## src/rtl/lut_sched_pkg.sv

```systemverilog
// Shared types, constants and round-robin pick for the LUT operation scheduler.
// Pure definitions: no latency, no backpressure.
// Imported by the scheduler top and its NAND core.
package lut_sched_pkg;

    localparam int CNT_W = 16;

    localparam logic [1:0] ST_IDLE  = 2'd0;
    localparam logic [1:0] ST_ISSUE = 2'd1;
    localparam logic [1:0] ST_RESP  = 2'd2;

    // Lowest set bit strictly above 'last', else lowest set bit overall (wrap).
    // Callers zero-extend to 8 requesters; unused lanes must be 0.
    function automatic logic [2:0] rr_pick(input logic [7:0] valid, input logic [2:0] last);
        logic [7:0] upper;
        logic [7:0] pool;
        logic [2:0] pick;
        upper = valid & ~((8'd2 << last) - 8'd1);
        pool  = (upper != 8'd0) ? upper : valid;
        pick  = 3'd0;
        for (int i = 7; i >= 0; i--) begin
            if (pool[i]) pick = 3'(i);
        end
        return pick;
    endfunction

endpackage

```

## src/rtl/lut_nand_core.sv

```systemverilog
// Registered bitwise NAND unit: y <= ~a | ~b on clock enable.
// Latency: 1 cycle from clk_e_i to y_o; output holds while clk_e_i is low.
// No backpressure: the caller owns when the enable fires.
module lut_nand_core
    import lut_sched_pkg::*;
#(
    parameter int WIDTH = 4
) (
    input  logic             clk_i,
    input  logic             rstn_i,
    input  logic             clk_e_i,
    input  logic [WIDTH-1:0] a_i,
    input  logic [WIDTH-1:0] b_i,
    output logic [WIDTH-1:0] y_o
);

    logic [WIDTH-1:0] y_q;
    logic [WIDTH-1:0] y_d;

    always_comb begin
        y_d = y_q;
        if (clk_e_i) y_d = ~a_i | ~b_i;
    end

    always_ff @(posedge clk_i) begin
        if (!rstn_i) y_q <= '0;
        else         y_q <= y_d;
    end

    assign y_o = y_q;

endmodule

```

## src/rtl/lut_op_scheduler.sv

```systemverilog
// Round-robin scheduler sharing one NAND core among N_REQ requesters.
// Latency: accept edge -> ISSUE -> RESP, 3 cycles minimum per transaction.
// Backpressure: RESP holds until rsp_ready_i; no new accepts until then.
module lut_op_scheduler
    import lut_sched_pkg::*;
#(
    parameter int N_REQ = 2,
    parameter int WIDTH = 4,
    parameter int ID_W  = $clog2(N_REQ)
) (
    input  logic                        clk_i,
    input  logic                        rstn_i,
    input  logic [N_REQ-1:0]            req_valid_i,
    input  logic [N_REQ-1:0][WIDTH-1:0] req_a_i,
    input  logic [N_REQ-1:0][WIDTH-1:0] req_b_i,
    output logic [N_REQ-1:0]            req_ready_o,
    output logic                        rsp_valid_o,
    output logic [ID_W-1:0]             rsp_id_o,
    output logic [WIDTH-1:0]            rsp_data_o,
    input  logic                        rsp_ready_i,
    output logic                        busy_o,
    output logic [CNT_W-1:0]            ops_done_o
);

    logic [1:0]       state_q, state_d;
    logic [ID_W-1:0]  last_grant_q, last_grant_d;
    logic [ID_W-1:0]  id_q, id_d;
    logic [WIDTH-1:0] a_q, a_d;
    logic [WIDTH-1:0] b_q, b_d;
    logic [CNT_W-1:0] ops_done_q, ops_done_d;

    logic             any_vld;
    logic [ID_W-1:0]  grant;
    logic [N_REQ-1:0] grant_oh;
    logic             core_en;
    logic [WIDTH-1:0] core_y;

    // Accept strobe depends only on state and req_valid_i, never on rsp_ready_i.
    always_comb begin
        any_vld  = |req_valid_i;
        grant    = ID_W'(rr_pick(8'(req_valid_i), 3'(last_grant_q)));
        grant_oh = '0;
        if (state_q == ST_IDLE && any_vld) grant_oh[grant] = 1'b1;
    end

    always_comb begin
        state_d      = state_q;
        last_grant_d = last_grant_q;
        id_d         = id_q;
        a_d          = a_q;
        b_d          = b_q;
        ops_done_d   = ops_done_q;
        case (state_q)
            ST_IDLE: begin
                if (any_vld) begin
                    a_d          = req_a_i[grant];
                    b_d          = req_b_i[grant];
                    id_d         = grant;
                    last_grant_d = grant;
                    state_d      = ST_ISSUE;
                end
            end
            ST_ISSUE: state_d = ST_RESP;
            ST_RESP: begin
                if (rsp_ready_i) begin
                    ops_done_d = ops_done_q + 1'b1;
                    state_d    = ST_IDLE;
                end
            end
            default: state_d = ST_IDLE;
        endcase
    end

    always_ff @(posedge clk_i) begin
        if (!rstn_i) begin
            state_q      <= ST_IDLE;
            last_grant_q <= ID_W'(N_REQ - 1);
            id_q         <= '0;
            a_q          <= '0;
            b_q          <= '0;
            ops_done_q   <= '0;
        end else begin
            state_q      <= state_d;
            last_grant_q <= last_grant_d;
            id_q         <= id_d;
            a_q          <= a_d;
            b_q          <= b_d;
            ops_done_q   <= ops_done_d;
        end
    end

    assign core_en = (state_q == ST_ISSUE);

    lut_nand_core #(
        .WIDTH (WIDTH)
    ) u_core (
        .clk_i   (clk_i),
        .rstn_i  (rstn_i),
        .clk_e_i (core_en),
        .a_i     (a_q),
        .b_i     (b_q),
        .y_o     (core_y)
    );

    assign req_ready_o = grant_oh;
    assign rsp_valid_o = (state_q == ST_RESP);
    assign rsp_id_o    = id_q;
    assign rsp_data_o  = core_y;
    assign busy_o      = (state_q != ST_IDLE);
    assign ops_done_o  = ops_done_q;

endmodule

```

## config.mk

```make
export PLATFORM = sky130hd
export DESIGN_NAME = lut_op_scheduler
export DESIGN_NICKNAME = d
export VERILOG_FILES = /design/src/rtl/lut_sched_pkg.sv /design/src/rtl/lut_nand_core.sv /design/src/rtl/lut_op_scheduler.sv
export SDC_FILE = /design/constraint.sdc
export NUM_CORES = 1
export LEC_CHECK = 0
export BUFFER_PORTS_ARGS = -buffer_cell sky130_fd_sc_hd__buf_2
export CAP_MARGIN = 10
export CORE_UTILIZATION = 49
export CTS_CLUSTER_DIAMETER = 200
export DETAILED_ROUTE_END_ITERATION = 8
export HOLD_SLACK_MARGIN = 0.05
export PLACE_DENSITY = 0.86
export SLEW_MARGIN = 20
export SYNTH_ARGS = -nofsm -noshare
export SYNTH_HDL_FRONTEND = slang
export SYNTH_SLANG_ARGS = --single-unit
```

## constraint.sdc

```tcl
create_clock -name clk_i -period 1.37 [get_ports clk_i]
set_input_delay 0.274 -clock clk_i [delete_from_list [all_inputs] [get_ports clk_i]]
set_output_delay 0.274 -clock clk_i [all_outputs]
set_load 0.005 [all_outputs]
```

==> results.toml <==
[outcome]
run_status = "finished with violations"
failed_checks = "negative setup slack"

[yosys]
postSynthNetCount = 168
ys.warnings.count = 0
yosys_register_bits = 32
ys_seq_area_share_pct = 45.88
synthesis.area_mm2 = 0.001396
yosys.cell_types.count = 34
synth_instances = 146
syn_avg_cell_area_um2 = 9.564

[placed_design]
buffer_ports.inserted = 45
half_perimeter_wire_length_after_detailed_placement_um = 2149
global_placer_s_final_weighted_congestion = 0.7564

[floorplan]
fp.dieH_um = 55.38
floorplan_core_area_mm2 = 0.002590
core.rowCount = 18
floorplan.io_pins = 46
fp.dieW_um = 55.38
initial_core_util_pct = 53.91
fp.dieArea_mm2 = 0.003067

[route]
totalWireLength_um = 3224
drc_violations_left = 0
drt_first_pass_iters = 6
initialDrtViolationCount = 54
antenna_violating_nets_post_route = 0
vias_per_cell = 5.615
routed_wire_length_per_instance_um = 13.78
route.vias.total = 1314

[critical_path]
register_to_register_path_depth = 5
critPathArrivalTime_ns = 1.15
critical_path_class = "flip-flop to output pin"
crit_required_ns = 1.10
cp_launch_type = "flip-flop"
worstPathMaxFanout = 5
critical_path.endpoint_type = "output pin"
worst-r2r-setup-slack_ns = 0.06

[global_routing]
grt.total_usage_pct = 21.22
globalRoute.totalOverflow = 0
grt_first_pass_wirelength_um = 5085
grt_start_max_net_pins = 28
grt_pass1_vias = 1163
number_of_antenna_violations_at_the_first_check_in_global_routing = 0

[timing]
hold_viol = 0
clock-skew-final_ns = 0.008739
fin_crit_sh_pct = 103.9
remaining_max_slew_budget_at_the_tightest_pin_pct = 80.40
worst-slew-pin-transition_ns = 0.2940
hold-worst-slack_ns = 0.1903
slew_viol_final = 0
final_period_demand_of_the_worst_path_ns = 1.423
setup_violations = 3
max_freq_ghz = 0.7026
finalWorstSetupSlack_ns = -0.05320
unrepaired_setup_endpoints_after_global_routing = "true"

[cells_and_area]
final_layout_size_suffix_gt1_share_pct = 41.18
area_delta_synth_final_pct = 31.99
final_util_pct = 71.16
mostFrequentLayoutCells = "sky130_fd_sc_hd__buf_2, sky130_fd_sc_hd__dfxtp_1, sky130_fd_sc_hd__nor2_1, sky130_fd_sc_hd__nand2_1, sky130_fd_sc_hd__buf_4"
final_net_count = 225
insertedDiodeCount = 0
layout.cells.most_common = "sky130_fd_sc_hd__buf_2"

[clocking]
cts_root_buffer = "sky130_fd_sc_hd__clkbuf_4"
cts_tree = "built"
clk_latency_ns = 0.34
cts.reportedPaths.clkPinSlew_ns = 0.10
numCtsBuffers = 5
cts-htree-levels = 2
ctsLongestPathBuffers = 2
cts_hold_repair.buffers = 0
numClockSinks = 32

[power_and_ir_drop]
switchingPower_mw = 0.4863
combPwrFrac_pct = 15.0
ir_worst_vdd_uv = 956.2
power_leakage_nw = 0.8948
clockPowerShare_pct = 30.6
pd_cells_mw_per_mm2 = 1011
seq_power_share_pct = 54.4
cellInternalPower_mw = 1.377
switching_share_pct = 26.10

[run]
max-cap-violations = 0

[hold_path]
worst_hold_path_type = "primary input to flip-flop"
timing.hold.worst_path_depth = 3
routing by layer:
metal / global-route usage [%] / part of all wire [%]
met4: 10.71 / 2.1
met5: 0 / 0
met1: 24.78 / 40
met3: 5.855 / 7.3
met2: 35.46 / 50
synthesized netlist by cell type:
library cell | number | area share, %
sky130_fd_sc_hd__dfxtp_1 | 32 | 46
sky130_fd_sc_hd__nor2_1 | 25 | 6.7
sky130_fd_sc_hd__nand2_1 | 11 | 3.0
sky130_fd_sc_hd__a222oi_1 | 8 | 5.7
sky130_fd_sc_hd__xnor2_1 | 7 | 4.4
sky130_fd_sc_hd__a21oi_1 | 5 | 1.8
sky130_fd_sc_hd__mux2i_1 | 5 | 3.6
sky130_fd_sc_hd__nand2b_1 | 5 | 2.2
sky130_fd_sc_hd__nand3_1 | 5 | 1.8
sky130_fd_sc_hd__a311oi_1 | 4 | 2.5
sky130_fd_sc_hd__buf_2 | 4 | 1.4
sky130_fd_sc_hd__inv_1 | 4 | 1.1
sky130_fd_sc_hd__nor3_1 | 4 | 1.4
sky130_fd_sc_hd__o21ai_0 | 3 | 1.1
sky130_fd_sc_hd__and3_1 | 2 | 0.90
sky130_fd_sc_hd__nor4_2 | 2 | 1.8
sky130_fd_sc_hd__or3_1 | 2 | 0.90
sky130_fd_sc_hd__xor2_1 | 2 | 1.3
sky130_fd_sc_hd__and2b_1 | 1 | 0.54
sky130_fd_sc_hd__and3_4 | 1 | 0.81
sky130_fd_sc_hd__and4_1 | 1 | 0.63
sky130_fd_sc_hd__buf_1 | 1 | 0.27
sky130_fd_sc_hd__buf_6 | 1 | 0.81
sky130_fd_sc_hd__clkbuf_1 | 1 | 0.27
sky130_fd_sc_hd__clkinv_1 | 1 | 0.27
sky130_fd_sc_hd__ha_1 | 1 | 0.90
sky130_fd_sc_hd__nand3b_4 | 1 | 1.4
sky130_fd_sc_hd__nand4_2 | 1 | 0.90
sky130_fd_sc_hd__nand4_4 | 1 | 1.5
sky130_fd_sc_hd__nand4b_2 | 1 | 1.1
sky130_fd_sc_hd__nor2_2 | 1 | 0.45
sky130_fd_sc_hd__nor2b_1 | 1 | 0.45
sky130_fd_sc_hd__nor3_2 | 1 | 0.72
sky130_fd_sc_hd__nor4_4 | 1 | 1.5
repair_timing:
action	4_1_cts	5_1_grt
cloned	0	0
pin swaps	3	10
setup endpoints to repair	4	21
buffers inserted	3	2
resized for setup	9	11
final timing paths:
kind,startpoint,endpoint
min reg2reg,a_q[1],u_core.y_o[1]
max,state_q[0],req_ready_o[0]
max reg2reg,ops_done_o[0],ops_done_o[14]
min,req_b_i[4],b_q[0]
critical path, cell delays in order, from the launching register on:
cell and delay, ns:
sky130_fd_sc_hd__dfxtp_4 0.38, sky130_fd_sc_hd__nor2_4 0.14, sky130_fd_sc_hd__and3_4 0.21, sky130_fd_sc_hd__buf_6 0.09
cells by family (layout without fill, tap and decap cells):
| group | Yosys count | after routing | share of synthesized area [%] |
|---|---|---|---|
| buf+inv | 12 | 70 | 4.121 |
| simple gates | 67 | 67 | 28.76 |
| mux | 5 | 5 | 3.584 |
| fa+ha+maj | 1 | 1 | 0.8959 |
| flops | 32 | 32 | 45.88 |
| xor+xnor | 9 | 9 | 5.645 |
| compound gates | 20 | 20 | 11.11 |
power groups by stage:
stage	Clock [mW]	Combinational, mW	Sequential, mW
after CTS	0.575	0.262	1.01
after detailed placement	0	0.232	1.03
final	0.571	0.279	1.01
after floorplan	0	0.152	1.03
after global routing	0.610	0.308	1.02
after global placement	0	0.224	1.03
state kept, by name, indices dropped and copies added (netlist names):
signal        cells
ops_done_o       16
last_grant_q      1
state_q           2
u_core.y_o        4
a_q               4
b_q               4
rsp_id_o          1
cell type report:
cell class                 instances  area [µm²]
clock buffer                       8       58.81
fill                             204       747.0
inverter                           5       18.77
multi-input combinational        102       744.5
sequential                        32       651.9
tap                               30       37.54
timing repair buffer              57       331.6
metrics by stage:
step | TNS (ns) | power (mW) | cells | instance area [µm²] | setup slack (ns)
finish | -0.1183 | 1.864 | 234 | 1843 | -0.05320
global route | -0.3146 | 1.937 | 234 | 1843 | -0.08210
CTS | -0.07414 | 1.847 | 232 | 1788 | -0.03170
detailed placement | 0 | 1.262 | 221 | 1673 | 0.006597
global placement | 0 | 1.252 | 221 | 1673 | 0.05093
floorplan | 0 | 1.178 | 146 | 1396 | 0.08105
Note: power is estimated with default switching activity, not from simulation.
